===== src/rtl/alu_decode_stage.sv =====
// RV32I decode/operand-fetch stage feeding the ALU.
// Holds the 32x32 register file with write-back bypass into operand fetch.
module alu_decode_stage #(
   parameter int WIDTH    = 32,
   parameter int OP_WIDTH = 5
) (
   input  logic                clk,
   input  logic                rst,
   input  logic                in_valid,
   output logic                in_ready,
   input  logic [31:0]         instr,
   input  logic                wb_en,
   input  logic [4:0]          wb_rd,
   input  logic [WIDTH-1:0]    wb_data,
   output logic                out_valid,
   input  logic                out_ready,
   output logic [OP_WIDTH-1:0] opcode,
   output logic [WIDTH-1:0]    a,
   output logic [WIDTH-1:0]    b,
   output logic [4:0]          rd,
   output logic                illegal
);

   logic [WIDTH-1:0]    rf_q [32];
   logic                out_valid_q;
   logic [OP_WIDTH-1:0] opcode_q, opcode_d;
   logic [WIDTH-1:0]    a_q, a_d;
   logic [WIDTH-1:0]    b_q, b_d;
   logic [4:0]          rd_q, rd_d;
   logic                illegal_q, illegal_d;

   logic                accept;
   logic [4:0]          rs1, rs2, rd_f;
   logic [2:0]          f3;
   logic [6:0]          f7;
   logic                is_r, is_i;
   logic [WIDTH-1:0]    rs1_val, rs2_val;

   assign in_ready = !out_valid_q || out_ready;
   assign accept   = in_valid && in_ready;

   assign rs1  = instr[19:15];
   assign rs2  = instr[24:20];
   assign rd_f = instr[11:7];
   assign f3   = instr[14:12];
   assign f7   = instr[31:25];
   assign is_r = instr[6:0] == 7'b0110011;
   assign is_i = instr[6:0] == 7'b0010011;

   // Operand fetch: x0 is hardwired, a same-cycle write-back wins over the array
   always_comb begin
      rs1_val = rf_q[rs1];
      rs2_val = rf_q[rs2];
      if (wb_en && wb_rd == rs1) rs1_val = wb_data;
      if (wb_en && wb_rd == rs2) rs2_val = wb_data;
      if (rs1 == 5'd0) rs1_val = '0;
      if (rs2 == 5'd0) rs2_val = '0;
   end

   // Decode the instruction into the next ALU bundle; illegal forms emit zeros
   always_comb begin
      logic             legal;
      logic             bit4;
      logic [WIDTH-1:0] bval;
      legal     = 1'b0;
      bit4      = 1'b0;
      bval      = '0;
      opcode_d  = '0;
      a_d       = '0;
      b_d       = '0;
      rd_d      = '0;
      illegal_d = 1'b1;
      unique case (1'b1)
         is_r: begin
            legal = (f7 == 7'b0000000) ||
                    (f7 == 7'b0100000 &&
                     (f3 == 3'b000 || f3 == 3'b101));
            bit4  = f7[5];
            bval  = rs2_val;
         end
         is_i: begin
            if (f3 == 3'b001) begin
               legal = f7 == 7'b0000000;
               bval  = {{(WIDTH-5){1'b0}}, instr[24:20]};
            end else if (f3 == 3'b101) begin
               legal = (f7 == 7'b0000000) ||
                       (f7 == 7'b0100000);
               bit4  = instr[30];
               bval  = {{(WIDTH-5){1'b0}}, instr[24:20]};
            end else begin
               legal = 1'b1;
               bval  = {{(WIDTH-12){instr[31]}}, instr[31:20]};
            end
         end
         default: legal = 1'b0;
      endcase
      if (legal) begin
         opcode_d  = OP_WIDTH'({bit4, f3, 1'b1});
         a_d       = rs1_val;
         b_d       = bval;
         rd_d      = rd_f;
         illegal_d = 1'b0;
      end
   end

   // Register file: write-back commits regardless of handshake, x0 never written
   always_ff @(posedge clk or posedge rst) begin
      if (rst) begin
         for (int i = 0; i < 32; i++) rf_q[i] <= '0;
      end else if (wb_en && wb_rd != 5'd0) begin
         rf_q[wb_rd] <= wb_data;
      end
   end

   // Output bundle: load on accept, hold while stalled, drop valid when drained
   always_ff @(posedge clk or posedge rst) begin
      if (rst) begin
         out_valid_q <= 1'b0;
         opcode_q    <= '0;
         a_q         <= '0;
         b_q         <= '0;
         rd_q        <= '0;
         illegal_q   <= 1'b0;
      end else if (accept) begin
         out_valid_q <= 1'b1;
         opcode_q    <= opcode_d;
         a_q         <= a_d;
         b_q         <= b_d;
         rd_q        <= rd_d;
         illegal_q   <= illegal_d;
      end else if (out_ready) begin
         out_valid_q <= 1'b0;
      end
   end

   assign out_valid = out_valid_q;
   assign opcode    = opcode_q;
   assign a         = a_q;
   assign b         = b_q;
   assign rd        = rd_q;
   assign illegal   = illegal_q;

endmodule


===== config.mk =====
export PLATFORM = sky130hd
export DESIGN_NAME = alu_decode_stage
export DESIGN_NICKNAME = d
export VERILOG_FILES = /design/src/rtl/alu_decode_stage.sv
export SDC_FILE = /design/constraint.sdc
export NUM_CORES = 2
export LEC_CHECK = 0
export CAP_MARGIN = 20
export CORE_ASPECT_RATIO = 0.7
export CORE_MARGIN = 2
export CORE_UTILIZATION = 51
export DETAILED_ROUTE_END_ITERATION = 10
export PLACE_DENSITY = 0.77
export SKIP_LAST_GASP = 1
export SYNTH_ARGS = -nofsm -noshare
export SYNTH_HDL_FRONTEND = slang
export SYNTH_SLANG_ARGS = --single-unit

===== constraint.sdc =====
create_clock -name clk -period 103.1 [get_ports clk]
set_clock_uncertainty 0.05 [all_clocks]
set_input_delay 20.62 -clock clk [delete_from_list [all_inputs] [get_ports clk]]
set_output_delay 20.62 -clock clk [all_outputs]
set_load 0.01 [all_outputs]

; After elaboration in Yosys (flattened, before gate mapping)
; Index checks and enable logic that the tools add are counted.
[word_totals]
regBits = 1100
input_bits = 74
out_inout_bits = 77
elab_cells = 98
[classes]
n_lt_le_gt_ge = 4
eq_ne = 7
n_mux = 29
n_bitwise = 3
n_reduce_logical = 17
[op_table]
columns = operator, count
row1 = $bwmux 1024, 1
row2 = $mux 32, 13
row3 = $bmux 32 s5, 2
row4 = $demux 32 s5, 1
row5 = $pmux 32 s2, 1
row6 = $ge 6x6->1 const B, 3
row7 = $not 5->6, 3
row8 = $eq 7x6->1 const B, 2
row9 = $eq 5x5->1, 2
row10 = $logic_not 5->1, 2
row11 = $mux 5, 2
row12 = $eq 7x5->1 const B, 1
row13 = $logic_not 7->1, 1
row14 = $mux 1, 7
row15 = $logic_and 1x1->1, 6
row16 = $lt 6x1->1 const B, 1
row17 = $reduce_bool 5->1, 1
row18 = $logic_or 1x1->1, 4
row19 = $pmux 1 s2, 2
row20 = $eq 3x1->1 const B, 1
row21 = $eq 3x3->1 const B, 1
row22 = $logic_not 3->1, 1
row23 = $reduce_bool 2->1, 1
row24 = $logic_not 1->1, 1

; Depth between registers and ports, before layout
[logic_depth]
word_depth = 8
depth_mapped = 12
mapped_depth_nobuf = 6

; Least setup slack after synthesis
; No wires, ideal clock.
[synth_timing]
path_type = input to output
startpoint = input port out_ready
endpoint = output port in_ready
arrival_time_ns = 20.823
t_required_ns = 82.430
path_slack_ns = 61.607
stages = 1
path_buffers = 0
path_cell_list = nand2b_1
[synth_between]
elab_chain_len = 1
[synth_rtl]
columns = element, line_no
row1 = from (decl), 16  ; input logic out_ready,
row2 = $logic_or 1x1->1, 39  ; assign in_ready = !out_valid_q || out_ready;
row3 = to (decl), 10  ; output logic in_ready,
; No other way between the ends.

; Worst setup path in the final report
; Same ends and word-level chain as after synthesis.

==> impl_metrics.tcl <==
set metrics [dict create \
    design.core.area_um2 111000 \
    gr-usage-all-layers_pct 32.5 \
    outcome "finished, final reports clean" \
    drt_pass1_iterations 6 \
    estimated_wirelength_of_the_detail_placed_design_um 106000 \
    rsz0062_at_grt "no" \
    timing.max_slew.rel_slack_pct 16.8 \
    layout-drive-gt1-share_pct 42.4 \
    cp.required_ns 82.43 \
    fin_tns_setup_ns 0 \
    r2r_cells 6 \
    critical_path.most_common_cell "clkdlybuf4s50_1" \
    async_set_or_reset_register_ratio_after_synthesis_pct 100 \
    adder_cell_area_share_of_the_yosys_netlist_pct 0 \
    ys_warn_count 0 \
    finalHoldViolCount 0 \
    post_cts_hold_buffer_count 0 \
    cts_tree "done" \
    via_density_per_instance 7.19 \
    crit_fanout 5 \
    max_freq_mhz 23.5 \
    clk-insertion-delay-late_ns 0.74 \
    critical-path-max-stage-delay_ns 0.59 \
    total_power_mw 1.21 \
    cts_setup_buffers 0 \
    count_of_final_setup_violators 0 \
    finalWirelength_um 186000 \
    synth_top_family_by_area "multiplexers" \
    crit_slowest_cell "clkdlybuf4s50_1" \
    setup_ws_ns 60.52 \
    synth.area.mux_share_pct 38.8 \
    mappedNetlistArea_um2 57300 \
    synth-xor-area-share_pct 0.153 \
    multi_input_comb_area_um2 27900 \
    synth_edf_count 0 \
    global_route_wire_length_before_repair_um 274000 \
    tightest_slew_ns 1.24 \
    critical_path.endpoint "in_ready" \
    grt_pass1_vias 39300 \
    cts_h_tree_depth 3 \
    overflow 0 \
    wire_per_inst_um 33.9 \
    final_net_count 4032 \
    synth_fp_nets 4090 \
    fp.dieArea_um2 115000 \
    netlist_instances 4016 \
    yosys_register_bits 1100 \
    floorplan.die.width_um 405 \
    die_height_um 284 \
    synth_seq_area_share_pct 48.0 \
    num_vias 39500 \
    r2r_slack_ns 100.38 \
    seqCellArea_um2 27500 \
    worst_hold_path_type "flip-flop to flip-flop" \
    power.ir.vdd_worst_mv 0.0140 \
    gate_family_responsible_for_the_most_delay_along_the_worst_path "buffers and inverters" \
    r2r-start "out_valid$_DFFE_PP0P_" \
    start_to_end_type_of_the_worst_setup_path "primary input to output port" \
    postSynthAreaPerCell_um2 14.3 \
    mostFrequentLayoutCell "dfrtp_1" \
    num-fill-cells 8494 \
    detail_route.drc_violations 0 \
    area_growth_syn_to_layout_pct 11.0 \
    critPathLaunchType "primary input" \
    crit_path_end_kind "output port" \
    period_needed_ns 42.58 \
    cts_max_path_buffers 3 \
    grt_max_degree 180 \
    lkg_pwr_nw 27.5 \
    power_density_nw_per_um2 19.0 \
    worst-path-stages 3 \
    io_buffer_count 150 \
    cts_num_sinks 1100 \
    worst_setup_path_start "out_ready" \
    worstReg2RegEnd "b[31]$_DFFE_PP0P_" \
    timing.critical_path.cells "clkdlybuf4s50_1, nand2b_1, clkdlybuf4s50_1" \
    initial_utilization_pct 51.6 \
    worst_path_bufs_invs 2 \
    gp_routability_congestion 0.865 \
    area_fraction_in_compound_gates_after_synthesis_pct 6.44 \
    mostFrequentLayoutCells "dfrtp_1, mux2_2, mux4_2" \
    maxSlewViolCount 0 \
    drtIter0Drc 5475 \
    crit_arrival_ns 21.91 \
    cts.root.buffer_cell "clkbuf_16" \
    number_of_antenna_violations_at_the_first_check_in_global_routing 11 \
    max-cap-violations 0 \
    post_cts.resized_instances 0 \
    num_rows 102 \
    io_pins 151 \
    simple_gate_share_of_the_synthesized_area_pct 2.98 \
    cts.clk_slew.worst_paths_ns 0.06 \
    final.period_utilization_pct 41.3 \
    numCtsBuffers 110 \
    pre_cts_slack_ns 60.56 \
    number_of_distinct_library_cells_after_synthesis 58 \
    antenna_left 0 \
    synth_top_flop_cell "dfrtp_1" \
]
==> per-layer routing <==
| metal | up-vias | global-route usage (%) | wire (um) |
|---|---|---|---|
| met5 | - | 0.334 | 146 |
| li1 | 15400 | - | - |
| met2 | 2642 | 45.2 | 80000 |
| met1 | 20900 | 46.7 | 74000 |
| met3 | 565 | 11.0 | 23700 |
| met4 | 18 | 13.1 | 8690 |
==> sequential cells by signal, summed over array words and instances, names as in the netlist <==
name,cells
a,32
b,32
illegal,1
opcode,5
rd,5
rf_q,1024
out_valid,1
==> Yosys cell counts (all sizes together), types with 12 or more instances <==
cell type	instances	share of area (%)
a211o	14	0.21
a211oi	29	0.38
a21o	20	0.26
a21oi	49	0.43
a221oi	31	0.47
a22o	13	0.20
a22oi	96	1.3
and2	12	0.13
buf	139	1.6
clkbuf	298	2.0
dfrtp	1100	48
mux2	948	19
mux2i	170	3.0
mux4	434	17
nand2	186	1.2
nand3	18	0.16
nand3b	13	0.17
nor2	36	0.24
nor2b	24	0.26
o21ai	142	1.2
o221ai	31	0.47
o22ai	100	1.1
or4	15	0.20
==> cell type report <==
| type | count | area share (%) |
|---|---|---|
| Sequential cell | 1100 | 43.3 |
| Timing Repair Buffer | 267 | 4.16 |
| Clock buffer | 154 | 5.03 |
| Tap cell | 1456 | 2.86 |
| Inverter | 8 | 0.0590 |
| Antenna cell | 3 | 0.0118 |
| Clock inverter | 40 | 0.734 |
| Multi-Input combinational cell | 2471 | 43.9 |
==> metrics by stage <==
step | area, um^2 | hold WS [ns] | utilization, % | cells
after global placement | 59700 | 0.324 | 53.8 | 5291
after CTS | 63400 | 0.348 | 57.1 | 5486
after detailed placement | 59700 | 0.334 | 53.8 | 5292
after global routing | 63600 | 0.357 | 57.3 | 5497
after floorplan | 57300 | 0.388 | - | 4016
final | 63600 | 0.342 | 57.3 | 5499
==> worst min-delay path by stage <==
stage	from	to	slack, ns	cells after the start
floorplan	rf_q[1012]$_DFFE_PP0P_	rf_q[1012]$_DFFE_PP0P_	0.39	1
global placement	rf_q[1012]$_DFFE_PP0P_	rf_q[1012]$_DFFE_PP0P_	0.32	0
detailed placement	rf_q[1000]$_DFFE_PP0P_	rf_q[1000]$_DFFE_PP0P_	0.33	0
CTS	rf_q[1000]$_DFFE_PP0P_	rf_q[1000]$_DFFE_PP0P_	0.35	0
global route	rf_q[1012]$_DFFE_PP0P_	rf_q[1012]$_DFFE_PP0P_	0.36	0
finish	rf_q[1012]$_DFFE_PP0P_	rf_q[1012]$_DFFE_PP0P_	0.34	0
==> where the power goes <==
part           switching, mW  leakage (nW)  total [mW]  internal (mW)
logic                 0.0934          11.5       0.227          0.133
clock network          0.176          1.82       0.414          0.238
registers             0.0588          14.2       0.567          0.508
total                  0.328          27.5        1.21          0.879
==> logic make-up (layout without fill, tap and decap cells) <==
| logic type | after synthesis | count (layout) |
|---|---|---|
| compound gates | 554 | 554 |
| xor+xnor | 10 | 10 |
| buf+inv | 445 | 469 |
| flops | 1100 | 1100 |
| mux | 1552 | 1552 |
| other cells | 0 | 3 |
| simple gates | 355 | 355 |
Note: power is estimated with default switching activity, not from simulation.
